<file path="src/rtl/hazard_pipe_ctrl_pkg.sv">
// Shared definitions for the MIPS pipeline tracking / stall controller.
// Holds opcode and funct encodings, instruction field positions, and the
// Tuse sentinel used by instructions that never read a source register.
package hazard_pipe_ctrl_pkg;

  // Primary opcodes (instr[31:26])
  localparam logic [5:0] OP_RTYPE = 6'h00;
  localparam logic [5:0] OP_ORI   = 6'h0d;
  localparam logic [5:0] OP_LUI   = 6'h0f;
  localparam logic [5:0] OP_LW    = 6'h23;
  localparam logic [5:0] OP_SW    = 6'h2b;
  localparam logic [5:0] OP_BEQ   = 6'h04;
  localparam logic [5:0] OP_JAL   = 6'h03;

  // R-type funct codes (instr[5:0])
  localparam logic [5:0] FN_ADDU  = 6'h21;
  localparam logic [5:0] FN_SUBU  = 6'h23;
  localparam logic [5:0] FN_JR    = 6'h08;

  // Field bit ranges
  localparam int OP_HI = 31;
  localparam int OP_LO = 26;
  localparam int RS_HI = 25;
  localparam int RS_LO = 21;
  localparam int RT_HI = 20;
  localparam int RT_LO = 16;
  localparam int RD_HI = 15;
  localparam int RD_LO = 11;
  localparam int FN_HI = 5;
  localparam int FN_LO = 0;

  // A source that is never read gets a Tuse no Tnew can exceed.
  localparam logic [1:0] TUSE_NONE = 2'd3;

  localparam logic [4:0]  REG_RA    = 5'd31;
  localparam logic [31:0] NOP_INSTR = 32'h0000_0000;

  // Tnew one stage later, saturating at zero.
  function automatic logic [1:0] tnew_step(input logic [1:0] t);
    return (t == 2'd0) ? 2'd0 : t - 2'd1;
  endfunction

endpackage

</file>
<file path="src/rtl/hazard_pipe_ctrl_decode.sv">
// instr_decode_t: combinational per-instruction hazard attributes.
// Ports: instr in; a3 (destination reg), tuse_rs, tuse_rt, tnew0 (Tnew on
// entry to E) out. Unrecognised encodings decode like a NOP (a3 = 0).
module instr_decode_t
  import hazard_pipe_ctrl_pkg::*;
(
  input  logic [31:0] instr,
  output logic [4:0]  a3,
  output logic [1:0]  tuse_rs,
  output logic [1:0]  tuse_rt,
  output logic [1:0]  tnew0
);

  logic [5:0] op;
  logic [5:0] fn;
  logic [4:0] rt;
  logic [4:0] rd;

  // rs and shamt carry no information about the destination or timing.
  logic [9:0] unused_fields;

  assign op = instr[OP_HI:OP_LO];
  assign fn = instr[FN_HI:FN_LO];
  assign rt = instr[RT_HI:RT_LO];
  assign rd = instr[RD_HI:RD_LO];
  assign unused_fields = {instr[RS_HI:RS_LO], instr[10:6]};

  always_comb begin
    a3      = 5'd0;
    tuse_rs = TUSE_NONE;
    tuse_rt = TUSE_NONE;
    tnew0   = 2'd0;
    case (op)
      OP_RTYPE: begin
        case (fn)
          FN_ADDU, FN_SUBU: begin
            a3      = rd;
            tuse_rs = 2'd1;
            tuse_rt = 2'd1;
            tnew0   = 2'd1;
          end
          FN_JR:   tuse_rs = 2'd0;
          default: ;
        endcase
      end
      OP_ORI: begin
        a3      = rt;
        tuse_rs = 2'd1;
        tnew0   = 2'd1;
      end
      OP_LW: begin
        a3      = rt;
        tuse_rs = 2'd1;
        tnew0   = 2'd2;
      end
      OP_LUI:  a3 = rt;
      OP_JAL:  a3 = REG_RA;
      OP_SW: begin
        tuse_rs = 2'd1;
        tuse_rt = 2'd2;
      end
      OP_BEQ: begin
        tuse_rs = 2'd0;
        tuse_rt = 2'd0;
      end
      default: ;
    endcase
  end

endmodule

</file>
<file path="src/rtl/hazard_pipe_ctrl.sv">
// hazard_pipe_ctrl: carries instr/pc through D, E, M, W and raises stall on
// RAW hazards the forwarding network cannot resolve (Tnew > Tuse in E or M).
// Ports: clk, reset_n; instrF/pcF in; stall, pc_en, instr*/pc*, tnewE/M out.
module hazard_pipe_ctrl
  import hazard_pipe_ctrl_pkg::*;
#(
  parameter logic [31:0] PC_INIT = 32'h0000_3000,
  parameter logic [31:0] NOP     = NOP_INSTR
) (
  input  logic        clk,
  input  logic        reset_n,
  input  logic [31:0] instrF,
  input  logic [31:0] pcF,
  output logic        stall,
  output logic        pc_en,
  output logic [31:0] instrD,
  output logic [31:0] instrE,
  output logic [31:0] instrM,
  output logic [31:0] instrW,
  output logic [31:0] pcD,
  output logic [31:0] pcE,
  output logic [31:0] pcM,
  output logic [31:0] pcW,
  output logic [1:0]  tnewE,
  output logic [1:0]  tnewM
);

  logic [31:0] instr_d_q, instr_e_q, instr_m_q, instr_w_q;
  logic [31:0] instr_d_d, instr_e_d, instr_m_d, instr_w_d;
  logic [31:0] pc_d_q, pc_e_q, pc_m_q, pc_w_q;
  logic [31:0] pc_d_d, pc_e_d, pc_m_d, pc_w_d;
  logic [1:0]  tnew_e_q, tnew_m_q;
  logic [1:0]  tnew_e_d, tnew_m_d;

  // D supplies the consumer view, E and M only their destination register.
  logic [4:0] a3_d_unused, a3_e, a3_m;
  logic [1:0] tuse_rs_d, tuse_rt_d, tnew0_d;
  logic [1:0] tuse_rs_e_unused, tuse_rt_e_unused, tnew0_e_unused;
  logic [1:0] tuse_rs_m_unused, tuse_rt_m_unused, tnew0_m_unused;

  instr_decode_t u_dec_d (
    .instr   (instr_d_q),
    .a3      (a3_d_unused),
    .tuse_rs (tuse_rs_d),
    .tuse_rt (tuse_rt_d),
    .tnew0   (tnew0_d)
  );

  instr_decode_t u_dec_e (
    .instr   (instr_e_q),
    .a3      (a3_e),
    .tuse_rs (tuse_rs_e_unused),
    .tuse_rt (tuse_rt_e_unused),
    .tnew0   (tnew0_e_unused)
  );

  instr_decode_t u_dec_m (
    .instr   (instr_m_q),
    .a3      (a3_m),
    .tuse_rs (tuse_rs_m_unused),
    .tuse_rt (tuse_rt_m_unused),
    .tnew0   (tnew0_m_unused)
  );

  logic [4:0] rs_d, rt_d;
  logic       haz_rs_e, haz_rt_e, haz_rs_m, haz_rt_m;

  assign rs_d = instr_d_q[RS_HI:RS_LO];
  assign rt_d = instr_d_q[RT_HI:RT_LO];

  // $0 is hard-wired, so a match on it is never a real dependence.
  // W is never checked: its result is always available via the register file.
  assign haz_rs_e = (rs_d != 5'd0) && (rs_d == a3_e) && (tnew_e_q > tuse_rs_d);
  assign haz_rt_e = (rt_d != 5'd0) && (rt_d == a3_e) && (tnew_e_q > tuse_rt_d);
  assign haz_rs_m = (rs_d != 5'd0) && (rs_d == a3_m) && (tnew_m_q > tuse_rs_d);
  assign haz_rt_m = (rt_d != 5'd0) && (rt_d == a3_m) && (tnew_m_q > tuse_rt_d);

  assign stall = haz_rs_e | haz_rt_e | haz_rs_m | haz_rt_m;
  assign pc_en = ~stall;

  always_comb begin
    instr_d_d = instrF;
    pc_d_d    = pcF;
    instr_e_d = instr_d_q;
    pc_e_d    = pc_d_q;
    tnew_e_d  = tnew0_d;
    instr_m_d = instr_e_q;
    pc_m_d    = pc_e_q;
    tnew_m_d  = tnew_step(tnew_e_q);
    instr_w_d = instr_m_q;
    pc_w_d    = pc_m_q;
    if (stall) begin
      // Freeze D; the bubble in E borrows pcD so it still carries a valid PC.
      instr_d_d = instr_d_q;
      pc_d_d    = pc_d_q;
      instr_e_d = NOP;
      tnew_e_d  = 2'd0;
    end
  end

  always_ff @(posedge clk or negedge reset_n) begin
    if (!reset_n) begin
      instr_d_q <= NOP;
      instr_e_q <= NOP;
      instr_m_q <= NOP;
      instr_w_q <= NOP;
      pc_d_q    <= PC_INIT;
      pc_e_q    <= PC_INIT;
      pc_m_q    <= PC_INIT;
      pc_w_q    <= PC_INIT;
      tnew_e_q  <= 2'd0;
      tnew_m_q  <= 2'd0;
    end else begin
      instr_d_q <= instr_d_d;
      instr_e_q <= instr_e_d;
      instr_m_q <= instr_m_d;
      instr_w_q <= instr_w_d;
      pc_d_q    <= pc_d_d;
      pc_e_q    <= pc_e_d;
      pc_m_q    <= pc_m_d;
      pc_w_q    <= pc_w_d;
      tnew_e_q  <= tnew_e_d;
      tnew_m_q  <= tnew_m_d;
    end
  end

  assign instrD = instr_d_q;
  assign instrE = instr_e_q;
  assign instrM = instr_m_q;
  assign instrW = instr_w_q;
  assign pcD    = pc_d_q;
  assign pcE    = pc_e_q;
  assign pcM    = pc_m_q;
  assign pcW    = pc_w_q;
  assign tnewE  = tnew_e_q;
  assign tnewM  = tnew_m_q;

endmodule

</file>
<file path="config.mk">
export PLATFORM = sky130hd
export DESIGN_NAME = hazard_pipe_ctrl
export DESIGN_NICKNAME = d
export VERILOG_FILES = /design/src/rtl/hazard_pipe_ctrl_pkg.sv /design/src/rtl/hazard_pipe_ctrl_decode.sv /design/src/rtl/hazard_pipe_ctrl.sv
export SDC_FILE = /design/constraint.sdc
export NUM_CORES = 1
export LEC_CHECK = 0
export ABC_AREA = 1
export ABC_CLOCK_PERIOD_IN_PS = 2700
export CAP_MARGIN = 25
export CORE_MARGIN = 2
export CORE_UTILIZATION = 41
export DETAILED_ROUTE_END_ITERATION = 8
export PLACE_DENSITY = 0.77
export SLEW_MARGIN = 20
export SYNTH_ARGS = -nofsm -noshare
export SYNTH_HDL_FRONTEND = slang
export SYNTH_HIERARCHICAL = 1
export SYNTH_SLANG_ARGS = --single-unit
</file>
<file path="constraint.sdc">
create_clock -name clk -period 2.7 [get_ports clk]
set_clock_uncertainty 0.1 [all_clocks]
set_input_delay 0.675 -clock clk [delete_from_list [all_inputs] [get_ports clk]]
set_output_delay 0.675 -clock clk [all_outputs]
set_load 0.01 [all_outputs]
</file>
* Word-level counts from Yosys, hierarchy flattened *
Cells that the tools add are included.

word-level totals
  bits in registers = 260
  input port bits = 66
  output and inout port bits = 262

cells by class
  add/sub/neg operators = 1
  magnitude comparators = 4
  equal/unequal tests = 23
  muxes and demuxes = 13
  bitwise logic cells = 4
  reductions and logical operators = 20

operator list
  kind                   number
  $eq A6 B6 Y1 const B   10
  $eq A6 B4 Y1 const B   6
  $mux W32               1
  $pmux W5 S3            2
  $eq A5 B5 Y1           4
  $logic_not A6 Y1       3
  $pmux W2 S3            3
  $eq A6 B2 Y1 const B   2
  $mux W5                2
  $reduce_bool A5 Y1     2
  $reduce_or A3 Y1       3
  $gt A2 B2 Y1           4
  $logic_and A1 B1 Y1    8
  $eq A6 B3 Y1 const B   1
  $mux W2                3
  $reduce_or A2 Y1       3
  $pmux W2 S2            1
  $or A1 B1 Y1           3
  $logic_not A2 Y1       1
  $sub A2 B1 Y2 const B  1
  $mux W1                1
  $not A1 Y1             1

* Longest topological paths before layout *
  depth after elaboration = 11
  depth in mapped cells = 18

* Hierarchy *
Netlist, hierarchy kept.

modules (own cells, without submodules)
  module            instances  cells each  area an instance (µm²)  sequential area each (µm²)
  hazard_pipe_ctrl  1          660         8455.6                  6516.2
  instr_decode_t    3          62          316.6                   0.0

* Worst setup path after synthesis *
OpenSTA, ideal clock, no wires.

  kind = register -> output
  start point = register instr_d_q[31] (netlist: instrD[31])
  end point = output port pc_en
  arrival time = 2.139 ns
  data required time = 1.925 ns
  path slack = -0.214 ns
  cell stages (with the launch flop) = 17
  buffers on the path = 1
  cells stage by stage = dfrtp_1 -> nor2_4 -> nand3_2 -> clkinv_2 -> nand3_2 -> o21ai_2 -> inv_1 -> ha_1 -> nand2_1 -> nand3_1 -> nor2_1 -> nand3_1 -> nand2_1 -> nand2_2 -> nand2_4 -> buf_2 -> inv_1

between the ends
  word-level cells in the longest chain between the ends = 9
  elaborated cells between the ends (all ways) = 20
  those cells by class = order compare (4); eq/ne (4); mux (2); bitwise (4); reduce/logical (6)

RTL lines
  what                                          RTL line                       source
  start, declared                               hazard_pipe_ctrl.sv:28         logic [31:0] instr_d_q, instr_e_q, instr_m_q, instr_w_q;
  start signal, assigned                        hazard_pipe_ctrl.sv:114        instr_d_q <= instr_d_d;
  $eq A6 B6 Y1 or $eq A6 B4 Y1 (tied branches)  hazard_pipe_ctrl_decode.sv:33  case (op)
  $reduce_or A3 Y1 (no line)                    -
  $pmux W2 S3 (*)                               hazard_pipe_ctrl_decode.sv:33
  via tuse_rs_d[1]                              hazard_pipe_ctrl.sv:37         logic [1:0] tuse_rs_d, tuse_rt_d, tnew0_d;
  $gt A2 B2 Y1                                  hazard_pipe_ctrl.sv:73         assign haz_rs_e = (rs_d != 5'd0) && (rs_d == a3_e) && (tnew_e_q > tuse_rs_d);
  $logic_and A1 B1 Y1                           hazard_pipe_ctrl.sv:73
  $or A1 B1 Y1                                  hazard_pipe_ctrl.sv:78         assign stall = haz_rs_e | haz_rt_e | haz_rs_m | haz_rt_m;
  $or A1 B1 Y1 (*) (2 in a row)                 hazard_pipe_ctrl.sv:78
  via stall                                     hazard_pipe_ctrl.sv:14         output logic stall,
  $not A1 Y1 (*)                                hazard_pipe_ctrl.sv:79         assign pc_en = ~stall;
  end, declared                                 hazard_pipe_ctrl.sv:15         output logic pc_en,

Mark *: on every way through the listed nets, which the timed path passes. The rest lies on a longest branch.

* Final worst setup path *
  start point = register instr_d_q[27] (netlist: instrD[27])
  end point = output port pc_en

between the ends
  elaborated cells between the ends (all ways) = 20
  those cells by class = order compare (4); eq/ne (4); mux (2); bitwise (4); reduce/logical (6)

RTL lines
  what                                  RTL line                       source
  $eq A6 B3 Y1 (tied with other cells)  hazard_pipe_ctrl_decode.sv:33
  $pmux W2 S3 (*)                       hazard_pipe_ctrl_decode.sv:33
  via tuse_rt_d[1]                      hazard_pipe_ctrl.sv:37
  $gt A2 B2 Y1                          hazard_pipe_ctrl.sv:74         assign haz_rt_e = (rt_d != 5'd0) && (rt_d == a3_e) && (tnew_e_q > tuse_rt_d);
  $logic_and A1 B1 Y1                   hazard_pipe_ctrl.sv:74
  $or A1 B1 Y1 (2 in a row)             hazard_pipe_ctrl.sv:78
  $or A1 B1 Y1 (*)                      hazard_pipe_ctrl.sv:78
  $not A1 Y1 (*)                        hazard_pipe_ctrl.sv:79

Marked as above.

==> flow_summary.toml <==
[run_status]
status = "complete, but fails checks"
failed_checks = "negative hold slack, negative setup slack"

[detailed_routing]
vias = 7329
drc_errors = 0
drtIter0Drc = 430
antenna_left = 0
via_per_inst = 4.87
drt_first_pass_iters = 5
routed_wl_um = 30100
routedWlPerCell_um = 20.0

[finish]
drive_above_1_share_pct = 21.1
antenna_cells = 0
stdcell_area_um2 = 14700
layout-area-overhead-vs-synth_pct = 62.7
final_cell_count_no_fill = 1505
final_nets = 1280

[timing]
maxSlewViolCount = 0
hold_viol = 6
fin_crit_ps = 3470
finalCritPeriodShare_pct = 128
rsz0062_at_grt = "true"
setup_viol = 100
hold_ws_ps = -10.4
slew_headroom_pct = 61.4
fmax_mhz = 289
worst_pin_slew_ps = 579
worst_slack_ps = -765

[global_route]
grt_pass1_wl_um = 41200
overflow = 0
grt_max_degree = 86
grt_pass1_vias = 7219
grt_util_all_layers_pct = 22.2
antenna_found_initial = 0

[power]
total_power_w = 0.00892
vdd_ir_drop_max_mv = 0.471
p_per_area_nw_per_um2 = 605
p_leak_nw = 6.88

[clock_tree]
clock-sinks = 260
clk_latency_ps = 540
path_clk_slew_ps = 60
cts_tree = "yes"
cts_root_buffer = "clkbuf_16"
cts_max_level = 1
cts_inserted_buffers = 27
cts_buffer_depth = 3

[placed_design]
place_area_um2 = 13000
place_hpwl_um = 18500
place.gp.congestion = 0.895
port-buffer-count = 327
place_inst = 1417

[logic_synthesis]
syn-cell-area_um2 = 9060
yosys_warnings = 6
syn_nets = 848
postSynthCellCount = 774
avgSynthCellArea_um2 = 11.7

[hold_path]
hold_class = "in -> async"

[floorplan]
core_um2 = 21800
die_w_um = 153
io-pin-count = 328
die_area_um2 = 23300
die_h_um = 153
start_util_pct = 41.6
rows = 54

[critical_path]
start_kind = "flop"
r2r_setup_slack_ps = -180
endpoint_kind = "output pin"
ff2ff_path_depth = 19
crit_fanout = 4
worstSetupPathType = "reg -> out"
worstPathArrival_ps = 2690
regToRegStartpoint = "instrD[28]$_DFFE_PN0N_"
cp.required_ps = 1920
rr_endpoint = "pcD[3]$_DFFE_PN0N_"

[run]
max_cap_viol_count = 0
what timing repair did:
action / in CTS / in global routing
endpoints found under the setup margin: 95 / 100
pin swaps: 17 / 16
resized for setup: 33 / 45
hold buffers: 0 / 0
cloned: 0 / 18
buffers inserted: 6 / 17
per-stage QoR:
stage          setup TNS (ps)  setup WS (ps)  hold slack (ps)  util (%)
2_1_floorplan           -13.9          -13.9              277         -
4_1_cts                -10880           -647             15.7      64.6
3_5_place_dp           -28360           -498              257      59.8
5_1_grt                -23530           -889             45.5      67.7
6_report               -11980           -765            -10.4      67.7
3_3_place_gp           -18420           -385              254      59.8
state kept, by name (all words and copies together) (netlist names):
| signal | count |
|---|---|
| instrD | 32 |
| instrE | 32 |
| instrM | 32 |
| instrW | 32 |
| pcD | 32 |
| pcE | 32 |
| pcM | 32 |
| pcW | 32 |
| tnewE | 2 |
| tnewM | 2 |
where the power goes:
group | total [W] | switching [W] | leakage (nW) | internal [W]
clock network | 0.00370 | 0.00153 | 0.432 | 0.00216
logic | 0.000986 | 0.000436 | 3.42 | 0.000550
registers | 0.00424 | 0.000139 | 3.02 | 0.00410
total | 0.00892 | 0.00211 | 6.88 | 0.00681
routing by layer:
metal	vias up	part of all wire, %	routed length, um	track usage (%)
li1	3276	-	-	-
met1	3623	40	12000	29.6
met2	341	49	14700	36.8
met3	89	7.8	2340	5.35
met4	0	3.7	1110	6.22
met5	-	0	0	0
placed cells by master (no fill, tap or decap), types with 3 or more instances in the layout:
| master | instances |
|---|---|
| a21oi_2 | 3 |
| buf_12 | 12 |
| buf_16 | 3 |
| buf_4 | 68 |
| buf_6 | 7 |
| clkbuf_1 | 5 |
| clkbuf_16 | 37 |
| clkbuf_8 | 8 |
| clkdlybuf4s50_1 | 324 |
| clkinv_2 | 4 |
| clkinvlp_4 | 3 |
| dfrtp_1 | 246 |
| dfrtp_2 | 6 |
| dfstp_2 | 8 |
| ha_1 | 3 |
| ha_4 | 5 |
| inv_1 | 56 |
| inv_2 | 20 |
| nand2_1 | 194 |
| nand2_2 | 6 |
| nand2_4 | 3 |
| nand3_1 | 77 |
| nand3_2 | 34 |
| nor2_1 | 52 |
| nor2_2 | 7 |
| nor2_4 | 12 |
| xor2_1 | 4 |
cell type report:
cell class / count / area, um^2
fill: 1528 / 7020
inverter: 79 / 304
clock inverter: 8 / 91.3
multi-input combinational: 411 / 2220
sequential: 260 / 6520
tap: 280 / 350
clock buffer: 40 / 805
timing repair buffer: 427 / 4440
worst max-delay path, cell delays in order, from the launching register on:
cell and delay, ps:
dfrtp_2 440, nor2_4 170, buf_4 150, nand3_4 90, a21oi_4 160, o21ai_2 80
inv_2 100, ha_4 220, nand2_4 70, nand3_2 70, nor2_2 120, nand3_2 90
nand2_2 100, nand2_4 60, nand2_4 80, inv_2 40, buf_6 110
worst max-delay path by stage:
stage,depth (start not counted),start,end,slack (ps)
global route,14,instrD[31]$_DFFE_PN0N_,pc_en,-890
detailed placement,14,instrD[31]$_DFFE_PN0N_,stall,-500
CTS,15,instrD[30]$_DFFE_PN0N_,pc_en,-650
floorplan,15,instrD[31]$_DFFE_PN0N_,pc_en,-10
global placement,14,instrD[31]$_DFFE_PN0N_,stall,-390
finish,16,instrD[27]$_DFFE_PN0N_,pc_en,-770
Power figures use the tool's default switching activity.
